## src/rtl/sys_ctrl_pkg.sv

```systemverilog
// UART_pkg: shared byte width, ALU opcodes, sys_ctrl command bytes, FSM states
// and the fixed operand register addresses used by the command sequencer.
package UART_pkg;

   localparam int DATA_WIDTH = 8;

   typedef enum logic [3:0] {
      Addition       = 4'd0,
      Subtraction    = 4'd1,
      Multiplication = 4'd2,
      Division       = 4'd3,
      Logic_and      = 4'd4,
      Logic_or       = 4'd5,
      Logic_nand     = 4'd6,
      Logic_nor      = 4'd7,
      Logic_xor      = 4'd8,
      Logic_xnor     = 4'd9,
      Cmp_gt         = 4'd10,
      SHIFTR         = 4'd11
   } Alu_op_e;

   localparam logic [DATA_WIDTH-1:0] CMD_RF_WR   = 8'hAA;
   localparam logic [DATA_WIDTH-1:0] CMD_RF_RD   = 8'hBB;
   localparam logic [DATA_WIDTH-1:0] CMD_ALU_OP  = 8'hCC;
   localparam logic [DATA_WIDTH-1:0] CMD_ALU_NOP = 8'hDD;

   localparam logic [3:0] OPA_ADDR = 4'd0;
   localparam logic [3:0] OPB_ADDR = 4'd1;

   typedef enum logic [3:0] {
      IDLE     = 4'd0,
      WR_ADDR  = 4'd1,
      WR_DATA  = 4'd2,
      RD_ADDR  = 4'd3,
      RD_WAIT  = 4'd4,
      OP_A     = 4'd5,
      OP_B     = 4'd6,
      OP_FUN   = 4'd7,
      ALU_FIRE = 4'd8,
      ALU_WAIT = 4'd9,
      TX_LO    = 4'd10,
      TX_HI    = 4'd11,
      TX_RD    = 4'd12
   } sys_ctrl_state_e;

   // States that are waiting for the next byte of a partially received frame.
   function automatic logic is_mid_frame(input sys_ctrl_state_e st);
      case (st)
         WR_ADDR, WR_DATA, RD_ADDR, OP_A, OP_B, OP_FUN: is_mid_frame = 1'b1;
         default:                                       is_mid_frame = 1'b0;
      endcase
   endfunction

endpackage

```

## src/rtl/sys_ctrl_if.sv

```systemverilog
// Bus bundle between sys_ctrl (master) and the UART RX/TX, register file and ALU (slave).
interface sys_ctrl_if
   import UART_pkg::*;
#(
   parameter int ADDR_WIDTH = 4
) ();

   logic [DATA_WIDTH-1:0]   RX_DATA;
   logic                    RX_VALID;
   logic [ADDR_WIDTH-1:0]   RF_ADDR;
   logic                    RF_WR_EN;
   logic [DATA_WIDTH-1:0]   RF_WR_DATA;
   logic                    RF_RD_EN;
   logic [DATA_WIDTH-1:0]   RF_RD_DATA;
   logic                    RF_RD_VALID;
   logic                    ALU_EN;
   Alu_op_e                 ALU_FUN;
   logic [2*DATA_WIDTH-1:0] ALU_OUT;
   logic                    ALU_OUT_VALID;
   logic [DATA_WIDTH-1:0]   TX_DATA;
   logic                    TX_VALID;
   logic                    TX_READY;
   logic                    BUSY;

   modport master (
      input  RX_DATA, RX_VALID, RF_RD_DATA, RF_RD_VALID, ALU_OUT, ALU_OUT_VALID, TX_READY,
      output RF_ADDR, RF_WR_EN, RF_WR_DATA, RF_RD_EN, ALU_EN, ALU_FUN, TX_DATA, TX_VALID, BUSY
   );

   modport slave (
      output RX_DATA, RX_VALID, RF_RD_DATA, RF_RD_VALID, ALU_OUT, ALU_OUT_VALID, TX_READY,
      input  RF_ADDR, RF_WR_EN, RF_WR_DATA, RF_RD_EN, ALU_EN, ALU_FUN, TX_DATA, TX_VALID, BUSY
   );

endinterface

```

## src/rtl/sys_ctrl_tx_ser.sv

```systemverilog
// TX serialiser: sends a 1- or 2-byte payload low byte first, holding TX_VALID
// and the byte steady until each TX_VALID && TX_READY handshake.
module sys_ctrl_tx_ser
   import UART_pkg::*;
(
   input  logic                    CLK,
   input  logic                    RST,
   input  logic                    start_s,
   input  logic                    two_byte_s,
   input  logic [2*DATA_WIDTH-1:0] payload_s,
   input  logic                    tx_ready_s,
   output logic [DATA_WIDTH-1:0]   tx_data_r,
   output logic                    tx_valid_r,
   output logic                    hs_s
);

   logic [DATA_WIDTH-1:0] hi_byte_r;
   logic                  pend_hi_r;

   assign hs_s = tx_valid_r & tx_ready_s;

   // Payload load, byte advance on handshake, release after the last byte.
   always_ff @(posedge CLK or negedge RST) begin
      if (!RST) begin
         tx_data_r  <= {DATA_WIDTH{1'b0}};
         tx_valid_r <= 1'b0;
         hi_byte_r  <= {DATA_WIDTH{1'b0}};
         pend_hi_r  <= 1'b0;
      end else if (start_s) begin
         tx_data_r  <= payload_s[DATA_WIDTH-1:0];
         hi_byte_r  <= payload_s[2*DATA_WIDTH-1:DATA_WIDTH];
         pend_hi_r  <= two_byte_s;
         tx_valid_r <= 1'b1;
      end else if (hs_s) begin
         if (pend_hi_r) begin
            tx_data_r <= hi_byte_r;
            pend_hi_r <= 1'b0;
         end else begin
            tx_valid_r <= 1'b0;
         end
      end else begin
         tx_valid_r <= tx_valid_r;
      end
   end

endmodule

```

## src/rtl/sys_ctrl.sv

```systemverilog
// Command sequencer between UART and register file / ALU.
// Optional inter-byte timeout enabled by defining SYS_CTRL_TIMEOUT_EN.
module sys_ctrl
   import UART_pkg::*;
#(
   parameter int ADDR_WIDTH     = 4,
   parameter int TIMEOUT_CYCLES = 1024
) (
   input  logic        CLK,
   input  logic        RST,
   sys_ctrl_if.master  bus
);

   sys_ctrl_state_e         state_r, state_nxt_s;
   logic [ADDR_WIDTH-1:0]   addr_r, addr_nxt_s;
   Alu_op_e                 alu_fun_r, fun_nxt_s;
   logic [ADDR_WIDTH-1:0]   rf_addr_r, rf_addr_s;
   logic [DATA_WIDTH-1:0]   rf_wr_data_r, wr_data_s;
   logic                    rf_wr_en_r, wr_en_s;
   logic                    rf_rd_en_r, rd_en_s;
   logic                    alu_en_r, alu_en_s;
   logic                    busy_r;
   logic                    ser_start_s, ser_two_s, ser_hs_s;
   logic [2*DATA_WIDTH-1:0] ser_payload_s;
   logic                    tmo_hit_s;

`ifdef SYS_CTRL_TIMEOUT_EN
   localparam int TMO_W = $clog2(TIMEOUT_CYCLES) + 1;
   logic [TMO_W-1:0] tmo_cnt_r;
   logic             mid_s;

   assign mid_s     = is_mid_frame(state_r);
   assign tmo_hit_s = mid_s & ~bus.RX_VALID & (tmo_cnt_r == TMO_W'(TIMEOUT_CYCLES - 1));

   // Idle-cycle counter, cleared by every byte and outside mid-frame states.
   always_ff @(posedge CLK or negedge RST) begin
      if (!RST) begin
         tmo_cnt_r <= {TMO_W{1'b0}};
      end else if (!mid_s || bus.RX_VALID) begin
         tmo_cnt_r <= {TMO_W{1'b0}};
      end else begin
         tmo_cnt_r <= tmo_cnt_r + TMO_W'(1);
      end
   end
`else
   assign tmo_hit_s = 1'b0;
`endif

   // Frame parser: next state, strobes and serialiser requests.
   always_comb begin
      state_nxt_s   = state_r;
      addr_nxt_s    = addr_r;
      fun_nxt_s     = alu_fun_r;
      rf_addr_s     = rf_addr_r;
      wr_data_s     = rf_wr_data_r;
      wr_en_s       = 1'b0;
      rd_en_s       = 1'b0;
      ser_start_s   = 1'b0;
      ser_two_s     = 1'b0;
      ser_payload_s = {(2*DATA_WIDTH){1'b0}};
      case (state_r)
         IDLE: begin
            if (bus.RX_VALID) begin
               case (bus.RX_DATA)
                  CMD_RF_WR:   state_nxt_s = WR_ADDR;
                  CMD_RF_RD:   state_nxt_s = RD_ADDR;
                  CMD_ALU_OP:  state_nxt_s = OP_A;
                  CMD_ALU_NOP: state_nxt_s = OP_FUN;
                  default:     state_nxt_s = IDLE;
               endcase
            end else begin
               state_nxt_s = IDLE;
            end
         end
         WR_ADDR: begin
            if (bus.RX_VALID) begin
               addr_nxt_s  = bus.RX_DATA[ADDR_WIDTH-1:0];
               state_nxt_s = WR_DATA;
            end else begin
               state_nxt_s = WR_ADDR;
            end
         end
         WR_DATA: begin
            if (bus.RX_VALID) begin
               wr_en_s     = 1'b1;
               rf_addr_s   = addr_r;
               wr_data_s   = bus.RX_DATA;
               state_nxt_s = IDLE;
            end else begin
               state_nxt_s = WR_DATA;
            end
         end
         RD_ADDR: begin
            if (bus.RX_VALID) begin
               rd_en_s     = 1'b1;
               rf_addr_s   = bus.RX_DATA[ADDR_WIDTH-1:0];
               state_nxt_s = RD_WAIT;
            end else begin
               state_nxt_s = RD_ADDR;
            end
         end
         RD_WAIT: begin
            if (bus.RF_RD_VALID) begin
               ser_start_s   = 1'b1;
               ser_payload_s = {{DATA_WIDTH{1'b0}}, bus.RF_RD_DATA};
               state_nxt_s   = TX_RD;
            end else begin
               state_nxt_s = RD_WAIT;
            end
         end
         OP_A: begin
            if (bus.RX_VALID) begin
               wr_en_s     = 1'b1;
               rf_addr_s   = ADDR_WIDTH'(OPA_ADDR);
               wr_data_s   = bus.RX_DATA;
               state_nxt_s = OP_B;
            end else begin
               state_nxt_s = OP_A;
            end
         end
         OP_B: begin
            if (bus.RX_VALID) begin
               wr_en_s     = 1'b1;
               rf_addr_s   = ADDR_WIDTH'(OPB_ADDR);
               wr_data_s   = bus.RX_DATA;
               state_nxt_s = OP_FUN;
            end else begin
               state_nxt_s = OP_B;
            end
         end
         OP_FUN: begin
            // Codes 12..15 have no ALU operation; the command is dropped.
            if (bus.RX_VALID) begin
               if (bus.RX_DATA[3:0] > SHIFTR) begin
                  state_nxt_s = IDLE;
               end else begin
                  fun_nxt_s   = Alu_op_e'(bus.RX_DATA[3:0]);
                  state_nxt_s = ALU_FIRE;
               end
            end else begin
               state_nxt_s = OP_FUN;
            end
         end
         ALU_FIRE: state_nxt_s = ALU_WAIT;
         ALU_WAIT: begin
            if (bus.ALU_OUT_VALID) begin
               ser_start_s   = 1'b1;
               ser_two_s     = 1'b1;
               ser_payload_s = bus.ALU_OUT;
               state_nxt_s   = TX_LO;
            end else begin
               state_nxt_s = ALU_WAIT;
            end
         end
         TX_LO: begin
            if (ser_hs_s) begin
               state_nxt_s = TX_HI;
            end else begin
               state_nxt_s = TX_LO;
            end
         end
         TX_HI, TX_RD: begin
            if (ser_hs_s) begin
               state_nxt_s = IDLE;
            end else begin
               state_nxt_s = state_r;
            end
         end
         default: state_nxt_s = IDLE;
      endcase
      if (tmo_hit_s) begin
         state_nxt_s = IDLE;
      end else begin
         state_nxt_s = state_nxt_s;
      end
   end

   assign alu_en_s = (state_nxt_s == ALU_FIRE);

   // State and registered outputs.
   always_ff @(posedge CLK or negedge RST) begin
      if (!RST) begin
         state_r      <= IDLE;
         addr_r       <= {ADDR_WIDTH{1'b0}};
         alu_fun_r    <= Addition;
         rf_addr_r    <= {ADDR_WIDTH{1'b0}};
         rf_wr_data_r <= {DATA_WIDTH{1'b0}};
         rf_wr_en_r   <= 1'b0;
         rf_rd_en_r   <= 1'b0;
         alu_en_r     <= 1'b0;
         busy_r       <= 1'b0;
      end else begin
         state_r      <= state_nxt_s;
         addr_r       <= addr_nxt_s;
         alu_fun_r    <= fun_nxt_s;
         rf_addr_r    <= rf_addr_s;
         rf_wr_data_r <= wr_data_s;
         rf_wr_en_r   <= wr_en_s;
         rf_rd_en_r   <= rd_en_s;
         alu_en_r     <= alu_en_s;
         busy_r       <= (state_nxt_s != IDLE);
      end
   end

   sys_ctrl_tx_ser u_tx_ser (
      .CLK        (CLK),
      .RST        (RST),
      .start_s    (ser_start_s),
      .two_byte_s (ser_two_s),
      .payload_s  (ser_payload_s),
      .tx_ready_s (bus.TX_READY),
      .tx_data_r  (bus.TX_DATA),
      .tx_valid_r (bus.TX_VALID),
      .hs_s       (ser_hs_s)
   );

   assign bus.RF_ADDR    = rf_addr_r;
   assign bus.RF_WR_EN   = rf_wr_en_r;
   assign bus.RF_WR_DATA = rf_wr_data_r;
   assign bus.RF_RD_EN   = rf_rd_en_r;
   assign bus.ALU_EN     = alu_en_r;
   assign bus.ALU_FUN    = alu_fun_r;
   assign bus.BUSY       = busy_r;

endmodule

```

## src/flat_wrapper.sv

```systemverilog
// flat-port wrapper written by rule: the top's interface ports become plain ports
module sys_ctrl_flat import UART_pkg::*;
#(
   parameter int ADDR_WIDTH     = 4,
   parameter int TIMEOUT_CYCLES = 1024
)
  (CLK, RST, bus_RX_DATA, bus_RX_VALID, bus_RF_RD_DATA, bus_RF_RD_VALID, bus_ALU_OUT, bus_ALU_OUT_VALID, bus_TX_READY, bus_RF_ADDR, bus_RF_WR_EN, bus_RF_WR_DATA, bus_RF_RD_EN, bus_ALU_EN, bus_ALU_FUN, bus_TX_DATA, bus_TX_VALID, bus_BUSY);
  sys_ctrl_if #(.ADDR_WIDTH(ADDR_WIDTH)) bus_i ();
  input  logic CLK;
  input  logic RST;
  input wire logic [$bits(bus_i.RX_DATA)-1:0] bus_RX_DATA;
  input wire logic [$bits(bus_i.RX_VALID)-1:0] bus_RX_VALID;
  input wire logic [$bits(bus_i.RF_RD_DATA)-1:0] bus_RF_RD_DATA;
  input wire logic [$bits(bus_i.RF_RD_VALID)-1:0] bus_RF_RD_VALID;
  input wire logic [$bits(bus_i.ALU_OUT)-1:0] bus_ALU_OUT;
  input wire logic [$bits(bus_i.ALU_OUT_VALID)-1:0] bus_ALU_OUT_VALID;
  input wire logic [$bits(bus_i.TX_READY)-1:0] bus_TX_READY;
  output wire logic [$bits(bus_i.RF_ADDR)-1:0] bus_RF_ADDR;
  output wire logic [$bits(bus_i.RF_WR_EN)-1:0] bus_RF_WR_EN;
  output wire logic [$bits(bus_i.RF_WR_DATA)-1:0] bus_RF_WR_DATA;
  output wire logic [$bits(bus_i.RF_RD_EN)-1:0] bus_RF_RD_EN;
  output wire logic [$bits(bus_i.ALU_EN)-1:0] bus_ALU_EN;
  output wire logic [$bits(bus_i.ALU_FUN)-1:0] bus_ALU_FUN;
  output wire logic [$bits(bus_i.TX_DATA)-1:0] bus_TX_DATA;
  output wire logic [$bits(bus_i.TX_VALID)-1:0] bus_TX_VALID;
  output wire logic [$bits(bus_i.BUSY)-1:0] bus_BUSY;
  assign bus_i.RX_DATA = bus_RX_DATA;
  assign bus_i.RX_VALID = bus_RX_VALID;
  assign bus_i.RF_RD_DATA = bus_RF_RD_DATA;
  assign bus_i.RF_RD_VALID = bus_RF_RD_VALID;
  assign bus_i.ALU_OUT = bus_ALU_OUT;
  assign bus_i.ALU_OUT_VALID = bus_ALU_OUT_VALID;
  assign bus_i.TX_READY = bus_TX_READY;
  assign bus_RF_ADDR = bus_i.RF_ADDR;
  assign bus_RF_WR_EN = bus_i.RF_WR_EN;
  assign bus_RF_WR_DATA = bus_i.RF_WR_DATA;
  assign bus_RF_RD_EN = bus_i.RF_RD_EN;
  assign bus_ALU_EN = bus_i.ALU_EN;
  assign bus_ALU_FUN = bus_i.ALU_FUN;
  assign bus_TX_DATA = bus_i.TX_DATA;
  assign bus_TX_VALID = bus_i.TX_VALID;
  assign bus_BUSY = bus_i.BUSY;
  sys_ctrl #(.ADDR_WIDTH(ADDR_WIDTH), .TIMEOUT_CYCLES(TIMEOUT_CYCLES)) u_core (.CLK(CLK), .RST(RST), .bus(bus_i));
endmodule
```

## config.mk

```make
export PLATFORM = sky130hd
export DESIGN_NAME = sys_ctrl_flat
export DESIGN_NICKNAME = d
export VERILOG_FILES = /design/src/rtl/sys_ctrl_pkg.sv /design/src/rtl/sys_ctrl_if.sv /design/src/rtl/sys_ctrl_tx_ser.sv /design/src/rtl/sys_ctrl.sv /design/src/flat_wrapper.sv
export SDC_FILE = /design/constraint.sdc
export NUM_CORES = 1
export LEC_CHECK = 0
export CORE_MARGIN = 5
export CORE_UTILIZATION = 60
export DETAILED_ROUTE_END_ITERATION = 10
export DONT_BUFFER_PORTS = 1
export PLACE_DENSITY_LB_ADDON = 0.1
export REMOVE_ABC_BUFFERS = 1
export SYNTH_ARGS = -nofsm -noshare
export SYNTH_HDL_FRONTEND = slang
export SYNTH_SLANG_ARGS = --single-unit
```

## constraint.sdc

```tcl
create_clock -name CLK -period 3.6 [get_ports CLK]
set_input_delay 0.72 -clock CLK [delete_from_list [all_inputs] [get_ports CLK]]
set_output_delay 0.72 -clock CLK [all_outputs]
set_load 0.02 [all_outputs]
```

[Word level (Yosys, flattened, before mapping)]
Cells that the tools add are included.
Cells by class
  equality and inequality tests: 22
  reduce and logical (&&, ||, !) cells: 13
  mux-type cells: 37
  bitwise gates (word level): 2
  magnitude comparators: 1
Operator list (count)
  case mux 4 bit (12 select lines): 1
  == test 8 bit, second input constant: 4
  two-way mux 4 bit: 8
  two-way mux 8 bit: 4
  case mux 16 bit (2 select lines): 1
  == test 4 bit, second input constant: 6
  == test 4 x 3 -> 1 bit, second input constant: 4
  two-way mux 16 bit: 1
  case mux 4 bit (4 select lines): 1
  two-way mux 1 bit: 13
  case mux 3 bit (4 select lines): 1
  == test 4 x 2 -> 1 bit, second input constant: 2
  two-way mux 2 bit: 4
  inequality test 2 bit, second input constant: 4
  AND reduction 2 bit: 4
  nonzero test 4 bit: 2
  two-way mux 3 bit: 2
  AND reduction 5 bit: 1
  == test 4 x 1 -> 1 bit, second input constant: 1
  greater-than comparator 4 bit, second input constant: 1
  logical NOT 4 bit: 1
  nonzero test 2 bit: 2
  AND reduction 3 bit: 1
  OR reduction 3 bit: 1
  other kinds (5): 5
Storage, ports and cells
  bits in registers: 46
  logic and storage cells: 88
  output and inout port bits: 29

[Longest topological paths before layout]
  depth after elaboration: 5
  mapped depth: 7

[Hierarchy]
A second synthesis with hierarchy kept.
Second synthesis, totals
  cells, all modules: 210
  area total of the unflattened synthesis: 2408.6 µm²
Modules (own cells, without submodules)
  sys_ctrl: instances 1, area each 1552.7 µm², cells each 140
  sys_ctrl_tx_ser: instances 1, area each 855.8 µm², cells each 70

[Worst setup path after synthesis]
No wires, ideal clock.
  path type: input -> register
  start point: input port bus_RX_VALID
  end point: register u_core.busy_r (netlist: u_core.bus.BUSY)
  stages on the path: 5
  required time: 3.462 ns
  library setup time: 0.138 ns
  data arrival time: 1.890 ns
  path slack: 1.572 ns
  cell sequence: clkbuf_1 -> a22oi_1 -> nor2_1 -> or3_1 -> or4_1
Between the ends
  longest elaborated chain between the ends: 3
  elaborated cells on any way between the ends: 9
  classes of those cells: 8 x mux; 1 x reduce/logical
RTL lines
  start: declaration: RTL line flat_wrapper.sv:12  | input wire logic [$bits(bus_i.RX_VALID)-1:0] bus_RX_VALID;
  two-way mux 4 bit (tied with other cells): RTL line sys_ctrl.sv:133  | if (bus.RX_VALID) begin
  case mux 4 bit (12 select lines) (*): RTL line sys_ctrl.sv:61  | case (state_r)
  via u_core.state_nxt_s[0]: RTL line sys_ctrl.sv:14  | sys_ctrl_state_e state_r, state_nxt_s;
  nonzero test 4 bit (*): RTL line sys_ctrl.sv:201  | busy_r <= (state_nxt_s != IDLE);
  end signal: assignment: RTL line sys_ctrl.sv:201
  end: declaration: RTL line sys_ctrl.sv:22  | logic busy_r;
The timed path passes the listed nets; every way through them passes the cells marked *.
A chain may end at the register's enable or synchronous reset.

[Final worst setup path]
  start point: register u_core.state_r[1]
  end point: register u_core.u_tx_ser.tx_data_r[5]
Between the ends
  longest elaborated chain between the ends: 4
  elaborated cells on any way between the ends: 8
  classes of those cells: 2 x eq/ne; 3 x mux; 3 x reduce/logical
RTL lines
  start: declaration: RTL line sys_ctrl.sv:14
  start signal: assignment: RTL line sys_ctrl.sv:193  | state_r <= state_nxt_s;
  == test 4 bit or == test 4 x 3 -> 1 bit (tied branches): RTL line sys_ctrl.sv:61
  case mux 1 bit (2 select lines): RTL line sys_ctrl.sv:61
  nonzero test 2 bit (no source line)
  AND reduction 2 bit (no source line)
  end signal: assignment: RTL line sys_ctrl_tx_ser.sv:25  | tx_data_r <= {DATA_WIDTH{1'b0}};
  end signal: assignment: RTL line sys_ctrl_tx_ser.sv:30  | tx_data_r <= payload_s[DATA_WIDTH-1:0];
  end signal: assignment: RTL line sys_ctrl_tx_ser.sv:36  | tx_data_r <= hi_byte_r;
  end: declaration: RTL line sys_ctrl_tx_ser.sv:12  | output logic [DATA_WIDTH-1:0] tx_data_r,
Several ways; a longest one is shown, not always the timed one.

==> out/results.tsv <==
metric	value	unit
status	complete, no violations	
post_route_cells_drive_above_1_share	13.6	%
antenna_found_initial	0	
pre_cts_ws	1420	ps
holdBufCountCts	0	
fin_crit	2210	ps
core	3420	sq um
vias	1605	
ys_ff_latch	46	
grt_overflow	0	
cts_setup_buffers	0	
critPathArrivalTime	2440	ps
critPathLaunchType	flop	
worstReg2RegStart	u_core.state_r[1]$_DFF_PN0_	
crit_slowest_cell	dfrtp_1	
dpl_cell_area	2170	sq um
yosysSeqAreaShare	53.3	%
timing.hold.ws	27.2	ps
relSlewSlack	58.1	%
cts_max_path_buffers	2	
drtAntennaViolNets	0	
crit_fanout	20	
drt-initial-drc-count	138	
reg2reg_depth	5	
drtPass1Iterations	4	
final_area	2260	sq um
nets	251	
synthArstFlopShare	100	%
drc	0	
die_h	70.0	um
cts.sinks	46	
cp-end-kind	flop	
gp_congestion	0.844	
antenna_cells	0	
hold_viol	0	
grt_pass1_wl	8050	um
fin_worst_skew	5.75	ps
root_buffer	clkbuf_4	
period_share	61.3	%
area_delta_synth_final	4.69	%
hold_path.class	input port to asynchronous set/reset pin	
finalMaxSlewViolations	0	
wire_per_inst	18.8	um
worst_slack	1390	ps
power_density	861	nW/um^2
fmax	453	MHz
reg2reg_slack	1390	ps
worstSetupPathType	flop to flop	
worstPathRequired	3830	ps
die_x	70.0	um
clk_latency	370	ps
tns	0	ps
cts_resized	0	
cts_tree	built	
rsz0062_at_grt	no	
p_leak	1.01	nW
ys_types	41	
hpwl	3630	um
clk_pin_slew	130	ps
grtUsageTotal	20.7	%
avgViaCountPerCell	6.17	
setup_viol	0	
rows	21	
io_buffers	0	
grt_max_degree	47	
pin_count	67	
total_power	0.00195	W
start_util	63.2	%
tightest_slew	625	ps
synth_edf_count	0	
h-tree-depth	2	
drv_cap	0	
critPathMaxStageDelay	760	ps
syn_area	2160	sq um
synth_flop_cell	dfrtp_1	
r2r_end	u_core.u_tx_ser.tx_data_r[5]$_DFFE_PN0P_	
cts_made_buffers	5	
avgSynthCellArea	10.1	sq um
drt-total-wl	4880	um
fill_cells	293	
syn_inst	213	
die_area	4900	sq um
yosysWarnings	0	
vdd_drop_max	0.468	mV
path_cells	and3b_1 -> a22oi_2 -> o21ai_2 -> nor2_1 -> a31oi_1	
grt_pass1_vias	1693	
[sequential cells by signal, indices dropped and copies added (netlist names), 4 cells and up]
signal,flops
u_core.bus.RF_WR_DATA,8
u_core.bus.RF_ADDR,4
u_core.addr_r,4
u_core.u_tx_ser.hi_byte_r,8
u_core.state_r,4
u_core.u_tx_ser.tx_data_r,8
u_core.bus.ALU_FUN,4
[layer usage]
metal  share of wire (%)  global-route usage (%)
met5                   0                       0
met4                 1.0                    5.32
met3                 8.6                    7.60
met2                  50                    34.0
met1                  41                    25.8
[stage by stage]
step / cells / utilization (%)
after floorplan: 205 / -
after global routing: 260 / 66.2
final: 260 / 66.2
after global placement: 251 / 63.6
after CTS: 259 / 65.6
after detailed placement: 251 / 63.6
[how the worst max path moves through the flow]
stage,from,end,slack (ps)
finish,u_core.state_r[1]$_DFF_PN0_,u_core.u_tx_ser.tx_data_r[5]$_DFFE_PN0P_,1390
global route,u_core.state_r[1]$_DFF_PN0_,u_core.u_tx_ser.tx_data_r[5]$_DFFE_PN0P_,1170
CTS,u_core.state_r[1]$_DFF_PN0_,u_core.u_tx_ser.tx_data_r[5]$_DFFE_PN0P_,1410
detailed placement,bus_RX_DATA[6],u_core.bus.BUSY$_DFF_PN0_,1420
global placement,bus_RX_DATA[6],u_core.bus.BUSY$_DFF_PN0_,1460
floorplan,bus_RX_DATA[6],u_core.bus.BUSY$_DFF_PN0_,1580
[worst max-delay path: cells and delay by family, from the launching register on]
family	cells	cell delay [ps]
flip-flops	1	760
AO/OA/AOI/OAI	3	870
AND/OR/NAND/NOR	2	440
[synth_stat cells (3+ instances only)]
cell type   n  share of area, %
nand2_1    38               6.6
a31oi_1    10               2.9
nor2b_1     5               1.4
a21oi_1     5               1.2
buf_2       5               1.2
nand2b_1    4               1.2
nand3_1     3              0.70
a21o_1      4               1.4
mux2_2     14               7.3
inv_1       3              0.52
nor2_1     19               3.3
dfrtp_1    46                53
nand4_1     4               1.2
o21ai_0     9               2.1
a22oi_1    12               4.2
[kinds of logic after synthesis]
group | Yosys count | synth area share (%)
XOR/XNOR | 2 | 0.811
multiplexers | 14 | 7.30
AO/OA/AOI/OAI | 53 | 17.0
buffers and inverters | 12 | 2.72
AND/OR/NAND/NOR | 86 | 18.9
flip-flops | 46 | 53.3
[power by group]
part	total [W]	internal, W	leakage (nW)	switching, W
Combinational	0.000586	0.000272	0.402	0.000315
Clock	0.000269	0.0000976	0.0349	0.000172
Sequential	0.00109	0.000731	0.570	0.000360
Total	0.00195	0.00110	1.01	0.000846
[final cells by class]
type	instances	area, sq um	share of cell area [%]
Sequential cell	46	1150	50.9
Multi-Input combinational cell	155	950	42.0
Tap cell	46	57.6	2.55
Clock buffer	6	51.3	2.27
Timing Repair Buffer	1	20.0	0.885
Clock inverter	2	16.3	0.719
Inverter	4	15.0	0.664
[placed cells by master, fill, tap and decap left out, types with 5 or more instances in the layout]
cell,count
dfrtp_1,46
nand2_1,38
nor2_1,19
mux2_2,14
a22oi_1,12
a31oi_1,10
o21ai_0,9
nor2b_1,5
a21oi_1,5
clkbuf_4,5
No activity file was read; power rests on OpenSTA's default activity.
